===== src/rtl/lif_tdm_sched.sv =====
// Time-multiplexed leaky-integrate-and-fire scheduler: one shared update datapath sweeps
// N membranes per timestep and queues spike events in a small FIFO. Define LIF_REFRAC_EN for refractory counters.
module lif_tdm_sched #(
    parameter int unsigned N_NEURONS    = 4,
    parameter int unsigned WIDTH        = 8,
    parameter int unsigned FIFO_DEPTH   = 4,
    parameter int unsigned REFRAC_STEPS = 2
) (
    input  logic                          clk,
    input  logic                          rst_n,
    input  logic                          step_i,
    input  logic [N_NEURONS*WIDTH-1:0]    cur_i,
    input  logic [WIDTH-1:0]              beta_i,
    input  logic [WIDTH-1:0]              thresh_i,
    input  logic                          clr_flags_i,
    input  logic [$clog2(N_NEURONS)-1:0]  rd_sel_i,
    output logic [WIDTH-1:0]              rd_mem_o,
    output logic                          busy_o,
    output logic                          done_o,
    output logic [N_NEURONS-1:0]          spike_vec_o,
    output logic                          ev_valid_o,
    output logic [$clog2(N_NEURONS)-1:0]  ev_id_o,
    input  logic                          ev_ready_i,
    output logic                          ovf_o,
    output logic                          step_miss_o
);

    localparam int unsigned IDX_W  = $clog2(N_NEURONS);
    localparam int unsigned PTR_W  = $clog2(FIFO_DEPTH);
    localparam int unsigned CNT_W  = PTR_W + 1;
    localparam int unsigned PROD_W = 2 * WIDTH;
    localparam int unsigned SUM_W  = WIDTH + 1;

    generate
        if (N_NEURONS < 2 || FIFO_DEPTH < 2 || (FIFO_DEPTH & (FIFO_DEPTH - 1)) != 0
            || REFRAC_STEPS >= 65536) begin : g_bad_param
            $error("lif_tdm_sched: illegal parameter combination");
        end
    endgenerate

    typedef enum logic [1:0] {
        IDLE  = 2'd0,
        SWEEP = 2'd1,
        DONE  = 2'd2
    } state_t;

    state_t                state;
    logic [IDX_W-1:0]      idx;
    logic [WIDTH-1:0]      mem_q   [N_NEURONS];
    logic [WIDTH-1:0]      cur_q   [N_NEURONS];
    logic [WIDTH-1:0]      beta_q;
    logic [WIDTH-1:0]      thresh_q;
    logic [N_NEURONS-1:0]  spike_acc;

    logic [WIDTH-1:0]      mem_cur;
    logic [WIDTH-1:0]      cur_eff;
    logic [PROD_W-1:0]     prod;
    logic [WIDTH-1:0]      dec;
    logic [SUM_W-1:0]      sum_w;
    logic [WIDTH-1:0]      sum_sat;
    logic                  spike;
    logic [WIDTH-1:0]      mem_next;
    logic [N_NEURONS-1:0]  spike_nxt;
    logic                  last;

`ifdef LIF_REFRAC_EN
    localparam int unsigned RC_W = $clog2(REFRAC_STEPS + 1);
    logic [RC_W-1:0]       rc_q [N_NEURONS];
    logic                  refrac_act;
`endif

    // Shared LIF update for the neuron currently addressed by idx
    always_comb begin
        mem_cur  = mem_q[idx];
        cur_eff  = cur_q[idx];
`ifdef LIF_REFRAC_EN
        refrac_act = (rc_q[idx] != '0);
        if (refrac_act) cur_eff = '0;
`endif
        prod     = PROD_W'(mem_cur) * PROD_W'(beta_q);
        dec      = WIDTH'(prod >> WIDTH);
        sum_w    = SUM_W'(dec) + SUM_W'(cur_eff);
        sum_sat  = sum_w[WIDTH] ? '1 : sum_w[WIDTH-1:0];
        spike    = (sum_sat >= thresh_q);
`ifdef LIF_REFRAC_EN
        if (refrac_act) spike = 1'b0;
`endif
        mem_next = spike ? (sum_sat - thresh_q) : sum_sat;
        spike_nxt      = spike_acc;
        spike_nxt[idx] = spike;
        last     = (idx == IDX_W'(N_NEURONS - 1));
    end

    // Sweep FSM and membrane register file
    always_ff @(posedge clk or negedge rst_n) begin
        if (!rst_n) begin
            state       <= IDLE;
            idx         <= '0;
            beta_q      <= '0;
            thresh_q    <= '0;
            done_o      <= 1'b0;
            spike_vec_o <= '0;
            spike_acc   <= '0;
            for (int k = 0; k < int'(N_NEURONS); k++) begin
                mem_q[k] <= '0;
                cur_q[k] <= '0;
`ifdef LIF_REFRAC_EN
                rc_q[k]  <= '0;
`endif
            end
        end else begin
            done_o <= 1'b0;
            case (state)
                IDLE: begin
                    if (step_i) begin
                        for (int k = 0; k < int'(N_NEURONS); k++) begin
                            cur_q[k] <= cur_i[k*WIDTH +: WIDTH];
                        end
                        beta_q    <= beta_i;
                        thresh_q  <= thresh_i;
                        idx       <= '0;
                        spike_acc <= '0;
                        state     <= SWEEP;
                    end
                end
                SWEEP: begin
                    mem_q[idx] <= mem_next;
                    spike_acc  <= spike_nxt;
`ifdef LIF_REFRAC_EN
                    if (spike)           rc_q[idx] <= RC_W'(REFRAC_STEPS);
                    else if (refrac_act) rc_q[idx] <= rc_q[idx] - RC_W'(1);
`endif
                    idx <= idx + IDX_W'(1);
                    if (last) begin
                        state       <= DONE;
                        done_o      <= 1'b1;
                        spike_vec_o <= spike_nxt;
                    end
                end
                DONE:    state <= IDLE;
                default: state <= IDLE;
            endcase
        end
    end

    assign busy_o   = (state != IDLE);
    assign rd_mem_o = mem_q[rd_sel_i];

    // Spike event FIFO; a full FIFO still accepts a push on an edge that also pops
    logic [IDX_W-1:0] fifo_mem [FIFO_DEPTH];
    logic [PTR_W-1:0] wr_ptr;
    logic [PTR_W-1:0] rd_ptr;
    logic [CNT_W-1:0] fifo_cnt;
    logic             push;
    logic             pop;
    logic             full;
    logic             push_ok;
    logic             drop;

    always_comb begin
        push    = (state == SWEEP) && spike;
        pop     = ev_valid_o && ev_ready_i;
        full    = (fifo_cnt == CNT_W'(FIFO_DEPTH));
        push_ok = push && (!full || pop);
        drop    = push && full && !pop;
    end

    always_ff @(posedge clk or negedge rst_n) begin
        if (!rst_n) begin
            wr_ptr   <= '0;
            rd_ptr   <= '0;
            fifo_cnt <= '0;
            for (int k = 0; k < int'(FIFO_DEPTH); k++) begin
                fifo_mem[k] <= '0;
            end
        end else begin
            if (push_ok) begin
                fifo_mem[wr_ptr] <= idx;
                wr_ptr           <= wr_ptr + PTR_W'(1);
            end
            if (pop) begin
                rd_ptr <= rd_ptr + PTR_W'(1);
            end
            fifo_cnt <= fifo_cnt + CNT_W'(push_ok) - CNT_W'(pop);
        end
    end

    assign ev_valid_o = (fifo_cnt != '0);
    assign ev_id_o    = fifo_mem[rd_ptr];

    // Sticky flags; a set on the same edge as a clear takes priority
    always_ff @(posedge clk or negedge rst_n) begin
        if (!rst_n) begin
            ovf_o       <= 1'b0;
            step_miss_o <= 1'b0;
        end else begin
            if (drop)             ovf_o <= 1'b1;
            else if (clr_flags_i) ovf_o <= 1'b0;
            if (step_i && state != IDLE) step_miss_o <= 1'b1;
            else if (clr_flags_i)        step_miss_o <= 1'b0;
        end
    end

endmodule


===== config.mk =====
export PLATFORM = sky130hd
export DESIGN_NAME = lif_tdm_sched
export DESIGN_NICKNAME = d
export VERILOG_FILES = /design/src/rtl/lif_tdm_sched.sv
export SDC_FILE = /design/constraint.sdc
export NUM_CORES = 1
export LEC_CHECK = 0
export CAP_MARGIN = 20
export CORE_MARGIN = 2
export CORE_UTILIZATION = 38
export CTS_BUF_LIST = sky130_fd_sc_hd__clkbuf_4
export CTS_CLUSTER_DIAMETER = 30
export DETAILED_ROUTE_END_ITERATION = 10
export PLACE_DENSITY = 0.61
export SLEW_MARGIN = 20
export SYNTH_ARGS = -nofsm -noshare
export SYNTH_HDL_FRONTEND = slang
export SYNTH_SLANG_ARGS = --single-unit

===== constraint.sdc =====
create_clock -name clk -period 17.8 [get_ports clk]
set_clock_uncertainty 0.1 [all_clocks]
set_input_delay 4.45 -clock clk [delete_from_list [all_inputs] [get_ports clk]]
set_output_delay 4.45 -clock clk [all_outputs]
set_load 0.05 [all_outputs]

# Word-level counts from Yosys, hierarchy flattened
# Index checks and enable logic that the tools add are counted.
op_classes:
  order_cmp: 9
  bitwise_logic: 4
  n_reduce_logical: 22
  n_eq_ne: 5
  muxes: 35
  n_mul: 1
  add_sub_neg: 7
op_table:
  columns: ["operator", "n"]
  rows:
  - ["8-bit two-way mux", 9]
  - ["8-bit binary-select mux with 2-bit select", 3]
  - ["32-bit bitwise mux", 1]
  - ["8-bit demux with 2-bit select", 1]
  - ["8-bit by 8-bit multiplier with 16-bit output", 1]
  - ["3-bit >= comparator, second input constant", 4]
  - ["2-bit two-way mux", 6]
  - ["2-bit NOT with 3-bit output", 4]
  - ["8-bit by 8-bit adder with 9-bit output", 1]
  - ["1-bit logical AND", 9]
  - ["8-bit bitwise mux", 1]
  - ["8-bit >= comparator", 1]
  - ["2-bit case mux with 2 select lines", 2]
  - ["4-bit case mux with 2 select lines", 1]
  - ["2-bit AND reduction", 4]
  - ["2-bit nonzero test", 4]
  - ["8-bit subtractor", 1]
  - ["2-bit by 1-bit adder with 2-bit output, second input constant", 3]
  - ["3-bit by 1-bit less-than comparator with 1-bit output, second input constant", 2]
  - ["1-bit two-way mux", 6]
  - ["2-bit binary-select mux with 2-bit select", 1]
  - ["4-bit bitwise mux", 1]
  - ["2-bit demux with 2-bit select", 1]
  - ["4-bit two-way mux", 1]
  - ["other kinds (13)", 15]
word_totals:
  input_bits: 55
  wordCells: 107
  ff_bits: 110

# Longest topological paths before layout
# Gate-level depths: netlist of the first run.
logic_depth:
  ltp_word: 12
  mapped_depth: 37
  depth_no_buf: 35

# Worst setup path before layout of the first run
# Ideal clock, no wire load.
synth_timing:
  kind: "input to output"
  startpoint: "in rd_sel_i[0]"
  endpoint: "out rd_mem_o[0]"
  path_stages: 2
  setup_slack_ns: 7.656
  arrival_ns: 5.594
  cell_sequence: "clkbuf_1 > mux4_2"
synth_between:
  elab_chain_cells: 4
synth_rtl:
  columns: ["element", "line_no", "rtl"]
  rows:
  - ["from (decl)", "16", "input logic [$clog2(N_NEURONS)-1:0] rd_sel_i,"]
  - ["2-bit NOT with 3-bit output (not written as such)", "147", "assign rd_mem_o = mem_q[rd_sel_i];"]
  - ["8-bit binary-select mux with 2-bit select", "147", null]
  - ["8-bit two-way mux (not written as such) (2 in series)", "147", null]
  - ["to (decl)", "17", "output logic [WIDTH-1:0] rd_mem_o,"]
# Every way passes these cells. The select of a mux whose other input is x is not followed.

# Worst setup path in the final report of the first run
layout_timing:
  startpoint: "in rd_sel_i[0]"
  endpoint: "out rd_mem_o[5]"
# The elaborated chain is that of the path after synthesis.

==> metrics, run 1 <==
sequential fraction of the synthesis area 35.9%; status completed; vias in the first global route 5,590; Crit Path Max Fanout 8; # fillers 1,936; synth unique cells 58; Synth Area in Adders 19.7%; largest net degree at the start of global routing 60; Via density 5.03; row cnt 51; drt total wl 17,500 um; Core Box Area 19,500 um2; multiplexer share of the synthesized area 9.57%; starting density of the core 38.9%; Max Clk Rate 0.0898 GHz; die area 21,100 um2; cell mode on critical path clkdlybuf4s50_1; required time of the critical path 13.25 ns; cell taking the most area after synthesis dfrtp_1; DR vias 5,618; Synth Flop Type dfrtp_1; Synth Area in Simple Gates 17.4%; complex-gate fraction of the synthesized area 10.5%; initial antenna violation count 1; worst reg-to-reg path cell count 31; crit path max-delay cell type clkdlybuf4s50_1; crit path cell chain clkdlybuf4s50_1 -> mux4_2 -> clkdlybuf4s50_1; commonest non-fill, non-tap cells in the layout nand2_1 (192), dfrtp_1 (109), clkdlybuf4s50_1 (72), inv_1 (68), ha_1 (59); share of layout cells above drive strength 1 6.92%; area delta synth->final 14.7%; CTS max path bufs 2; CTS tree done; DRC 0; Nets 999; die extent in x 145 um; Post-CTS Hold Buffers 0; synthesized net count 935; clk slew on worst S/H paths 0.16 ns; Period minus WS final 11.13 ns; io pins 74; Rel. slew slack 39.8%; Sum Neg Setup Slack 0 ns; clk_lat worst skew 0.50 ns; First-pass DRT Iterations 5; Startpoint Class primary input; CP Data Arrival Time 6.58 ns; Mean Syn Cell Area 9.70 um2; kind of critical path in2out; FF-to-FF setup slack 7.74 ns; Root Buffer clkbuf_4; hold path depth 2; critical path buffer and inverter count 2; Post-synth ARST share 100%; largest family of logic cells by synthesized area adder cells; top cell family by delay on the critical path buffers and inverters; GPL Wtd Cong 0.809; XOR/XNOR Fraction of Synth Area 1.96%; fin. max-slew vios 0; input/output buffers 73; Detail Placement HPWL 13,000 um; H-Tree Level Count 3; commonest non-fill, non-tap cell in the layout nand2_1; CP Capture Type output port; TritonCTS buffer count 9; Congestion Overflow GR 0; Routed Antenna Nets 0; Worst Tran Pin Value 0.900 ns; final hold vios 0; unrepaired setup endpoints after global routing false; first-pass GRT wire length 29,200 um; Syn. warnings 0; reg-to-reg critical path endpoint fifo_cnt[2]; CP peak stage delay 0.82 ns; post-CTS resize count 0; die height 145 um; period utilization 62.5%; Area contributors post-synth dfrtp_1 (36%), fa_1 (10%), ha_1 (9.7%); number of synthesized flops with an enable pin 0; Yosys reg bits 109; top cell type's share of synthesized area 35.9%; worst hold-check path type reg2reg; Worst Hold End cur_q[9]; FF-to-FF Start idx[0]; hold path startpoint cur_q[9]; clock tree sinks 109; setup bufs post-CTS 0; DR WL/cell 15.6 um; maxcap violations 0; synthesized area 7600 um2; Post-Synthesis Cells 783; final setup violation count 0; GR Util All Layers 17.2%; Starting DRT DRC Count 257
-- layout make-up --
| class | count | area (um2) | area share, % |
|---|---|---|---|
| Inverter | 70 | 263 | 3.02 |
| Timing Repair Buffer | 79 | 773 | 8.87 |
| Clock inverter | 5 | 36.3 | 0.416 |
| Multi-Input combinational cell | 578 | 4500 | 51.6 |
| Sequential cell | 109 | 2730 | 31.3 |
| Clock buffer | 11 | 82.6 | 0.948 |
| Tap cell | 265 | 332 | 3.81 |
| Antenna cell | 1 | 2.50 | 0.0287 |
-- per-layer routing --
layer	vias up	GRT usage [%]	part of all wire [%]
met2	102	27.2	47
met5	-	0	0
met1	2755	25.0	49
met3	13	2.51	3.3
li1	2748	-	-
met4	0	4.56	1.4
-- worst register-to-register path, delay by kind of cell, from the launching register on --
family	cells	cell delay, ns
muxes	1	0.70
xor gates and xnor gates	2	0.38
buffers and inverters	5	0.27
and+or+nand+nor	3	0.79
DFF	1	0.77
adders and majority gates	11	4.07
AOI/OAI and AO/OA	9	2.92
-- registers in the layout, summed over array words and instances, names as in the netlist --
name         count
step_miss_o      1
state            2
spike_vec_o      4
beta_q           8
fifo_cnt         3
mem_q           32
done_o           1
fifo_mem         8
spike_acc        3
thresh_q         8
ovf_o            1
cur_q           32
wr_ptr           2
idx              2
rd_ptr           2
-- how the worst max path moves through the flow --
stage             endpoint  slack (ns)         from  depth (start not counted)
6_report       rd_mem_o[5]        6.67  rd_sel_i[0]                          3
5_1_grt        rd_mem_o[5]        6.56  rd_sel_i[0]                          3
4_1_cts        rd_mem_o[5]        6.62  rd_sel_i[0]                          3
3_5_place_dp   rd_mem_o[2]        6.63  rd_sel_i[0]                          3
3_3_place_gp   rd_mem_o[5]        6.64  rd_sel_i[0]                          3
2_1_floorplan  rd_mem_o[0]        7.66  rd_sel_i[0]                          2
-- synth_stat cells (all sizes together) (2+ instances only) --
master / n
xnor2: 12
dfrtp: 109
nand2b: 5
mux4: 26
nand4: 2
and4: 2
and2: 55
mux2: 9
nor2: 19
buf: 5
xor2: 5
o21a: 2
nand3: 3
or2: 2
o32ai: 2
ha: 59
a22oi: 5
a21o: 8
fa: 38
a21oi: 18
a211oi: 7
o21bai: 4
o211ai: 2
a22o: 4
o21ai: 65
nor2b: 4
inv: 70
nand2: 192
nor3: 5
mux2i: 4
clkbuf: 21
-- logic make-up (layout without fill, tap and decap cells) --
logic type	Yosys count	in the layout
other	0	1
buffers and inverters	96	165
adder cells (fa/ha/maj)	97	97
flip-flops	109	109
XOR/XNOR	17	17
multiplexers	39	39
AO/OA/AOI/OAI	130	130
AND/OR/NAND/NOR	295	295
-- per-stage QoR --
stage	utilization, %	cells	cell area [um2]	hold WS (ns)	setup WS [ns]
after floorplan	-	783	7600	0.340	7.66
after global placement	44.0	1101	8590	0.353	6.64
after detailed placement	44.0	1101	8590	0.360	6.63
after CTS	44.6	1117	8710	0.399	6.62
after global routing	44.6	1118	8710	0.410	6.56
final	44.6	1118	8710	0.395	6.67
Power of run 1 is left out: the tool's default activity adds up to more than one toggle a clock period on the data nets, which glitch-free logic cannot reach.
==> inputs of run 2 (changes only) <==
- PLACE_DENSITY: 0.61 -> 0.63
- clock period: 17.8 -> 9.15 ns (I/O delays scaled with it)
==> run 2 against run 1 <==
Effect of this change: global-route usage up 0.11 points; critical path depth up 30; register-to-register slack worse by 7.3 ns; worst hold slack worse by 0.0051 ns; wire length about the same; die area unchanged; worst setup slack worse by 6.2 ns.
==> metrics, run 2 (synthesis results as in run 1) <==
required time of the critical path 9.43 ns (was 13.25 ns); clk_lat worst skew 0.49 ns (was 0.50 ns); kind of critical path reg2reg (was in2out); worst hold-check path type reg2reg (unchanged); H-Tree Level Count 3 (unchanged); initial antenna violation count 1 (unchanged); starting density of the core 38.9% (unchanged); Routed Antenna Nets 0 (unchanged); DRC 0 (unchanged); CTS tree done (unchanged); reg-to-reg critical path endpoint fifo_cnt[2] (unchanged); largest net degree at the start of global routing 66 (was 60); worst reg-to-reg path cell count 33 (was 31); clock tree sinks 109 (unchanged); TritonCTS buffer count 9 (unchanged); Starting DRT DRC Count 407 (was 257); Rel. slew slack 29.5% (was 39.8%); First-pass DRT Iterations 4 (was 5); Via density 5.02 (was 5.03); Root Buffer clkbuf_4 (unchanged); final setup violation count 0 (unchanged); die height 145 um (unchanged); Worst Hold End cur_q[1] (was cur_q[9]); FF-to-FF setup slack 0.47 ns (was 7.74 ns); Startpoint Class register (was primary input); io pins 74 (unchanged); drt total wl 17,500 um (about the same); Worst Tran Pin Value 1.06 ns (was 0.900 ns); fin. max-slew vios 0 (unchanged); GPL Wtd Cong 0.875 (was 0.809); CP Data Arrival Time 8.96 ns (was 6.58 ns); GR Util All Layers 17.3% (was 17.2%); FF-to-FF Start idx[0] (unchanged); die area 21,100 um2 (unchanged); Max Clk Rate 0.115 GHz; vias in the first global route 5,711 (was 5,590); unrepaired setup endpoints after global routing false (unchanged); Crit Path Max Fanout 8 (unchanged); CTS max path bufs 2 (unchanged); Sum Neg Setup Slack 0 ns (unchanged); share of layout cells above drive strength 1 10.4% (was 6.92%); maxcap violations 0 (unchanged); CP Capture Type register (was output port); die extent in x 145 um (unchanged); DR WL/cell 15.4 um (was 15.6 um); hold path depth 2 (unchanged); first-pass GRT wire length 29,500 um (was 29,200 um); DR vias 5,696 (was 5,618); row cnt 51 (unchanged); Period minus WS final 8.68 ns; crit path max-delay cell type mux4_2 (was clkdlybuf4s50_1); Post-CTS Hold Buffers 0 (unchanged); status completed (unchanged); Congestion Overflow GR 0 (unchanged); commonest non-fill, non-tap cells in the layout nand2_1 (192), dfrtp_1 (108), clkdlybuf4s50_1 (72), inv_1 (68), ha_1 (59) (was nand2_1 (192), dfrtp_1 (109), clkdlybuf4s50_1 (72), inv_1 (68), ha_1 (59)); Largest regs cur_q: 32 flops, mem_q: 32 flops (unchanged); Core Box Area 19,500 um2 (unchanged); input/output buffers 73 (unchanged); area delta synth->final 17.4% (was 14.7%); hold path startpoint cur_q[1] (was cur_q[9]); clk slew on worst S/H paths 0.17 ns (was 0.16 ns); Detail Placement HPWL 13,000 um (about the same); CP peak stage delay 0.59 ns (was 0.82 ns); final hold vios 0 (unchanged); commonest non-fill, non-tap cell in the layout nand2_1 (unchanged); Nets 1,015 (was 999); period utilization 94.9%
-- run 2: timing repair --
| action | 4_1_cts | 5_1_grt |
|---|---|---|
| setup buffers | 0 | 9 |
| setup endpoints to repair | 2 | 35 |
| pin swaps | 0 | 4 |
| gates resized for setup | 1 | 19 |
-- run 2: critical path: cells and delay by family, from the launching register on --
family                   cells  cell delay, ns
multiplexers                 1            0.59
AND/OR/NAND/NOR              4            0.69
adder cells (fa/ha/maj)     11            3.85
XOR/XNOR                     2            0.29
AO/OA/AOI/OAI                9            2.26
buffers and inverters        6            0.38
flip-flops                   1            0.44
-- run 2: metal layers --
| layer | wire length (um) | track usage [%] | vias to the layer above |
|---|---|---|---|
| li1 | - | - | 2776 |
| met1 | 8500 | 24.9 | 2795 |
| met2 | 8090 | 27.2 | 109 |
| met3 | 634 | 3.26 | 16 |
| met4 | 232 | 4.31 | 0 |
| met5 | 0 | 0 | - |
-- run 2: area by class of cell --
type | instances | area, um2
multi-input combinational | 578 | 4560
antenna | 1 | 2.50
clock inverter | 6 | 62.6
sequential | 109 | 2730
timing repair buffer | 95 | 893
clock buffer | 10 | 75.1
inverter | 70 | 263
fill | 1907 | 10600
tap | 265 | 332
-- run 2: stage by stage --
step                area (um2)  hold WS [ns]  utilization (%)  setup slack, ns  instances
CTS                       8780         0.396             45.0           0.0190       1124
finish                    8920         0.390             45.7            0.468       1134
global placement          8640         0.353             44.3            0.170       1108
floorplan                 7600         0.340                -            0.117        783
detailed placement        8640         0.361             44.3         -0.00731       1108
global route              8920         0.406             45.7         0.000830       1134
-- run 2: worst max path at each step --
| stage | slack [ns] | from | end | cells after the start |
|---|---|---|---|---|
| CTS | 0.02 | idx[0] | fifo_cnt[2] | 33 |
| global route | 0.0008 | idx[0] | fifo_cnt[2] | 34 |
| global placement | 0.17 | idx[0] | fifo_cnt[2] | 32 |
| detailed placement | -0.007 | idx[0] | fifo_cnt[2] | 33 |
| floorplan | 0.12 | idx[0] | fifo_cnt[2] | 34 |
| finish | 0.47 | idx[0] | fifo_cnt[2] | 33 |
Power of run 2 is left out for the same reason.
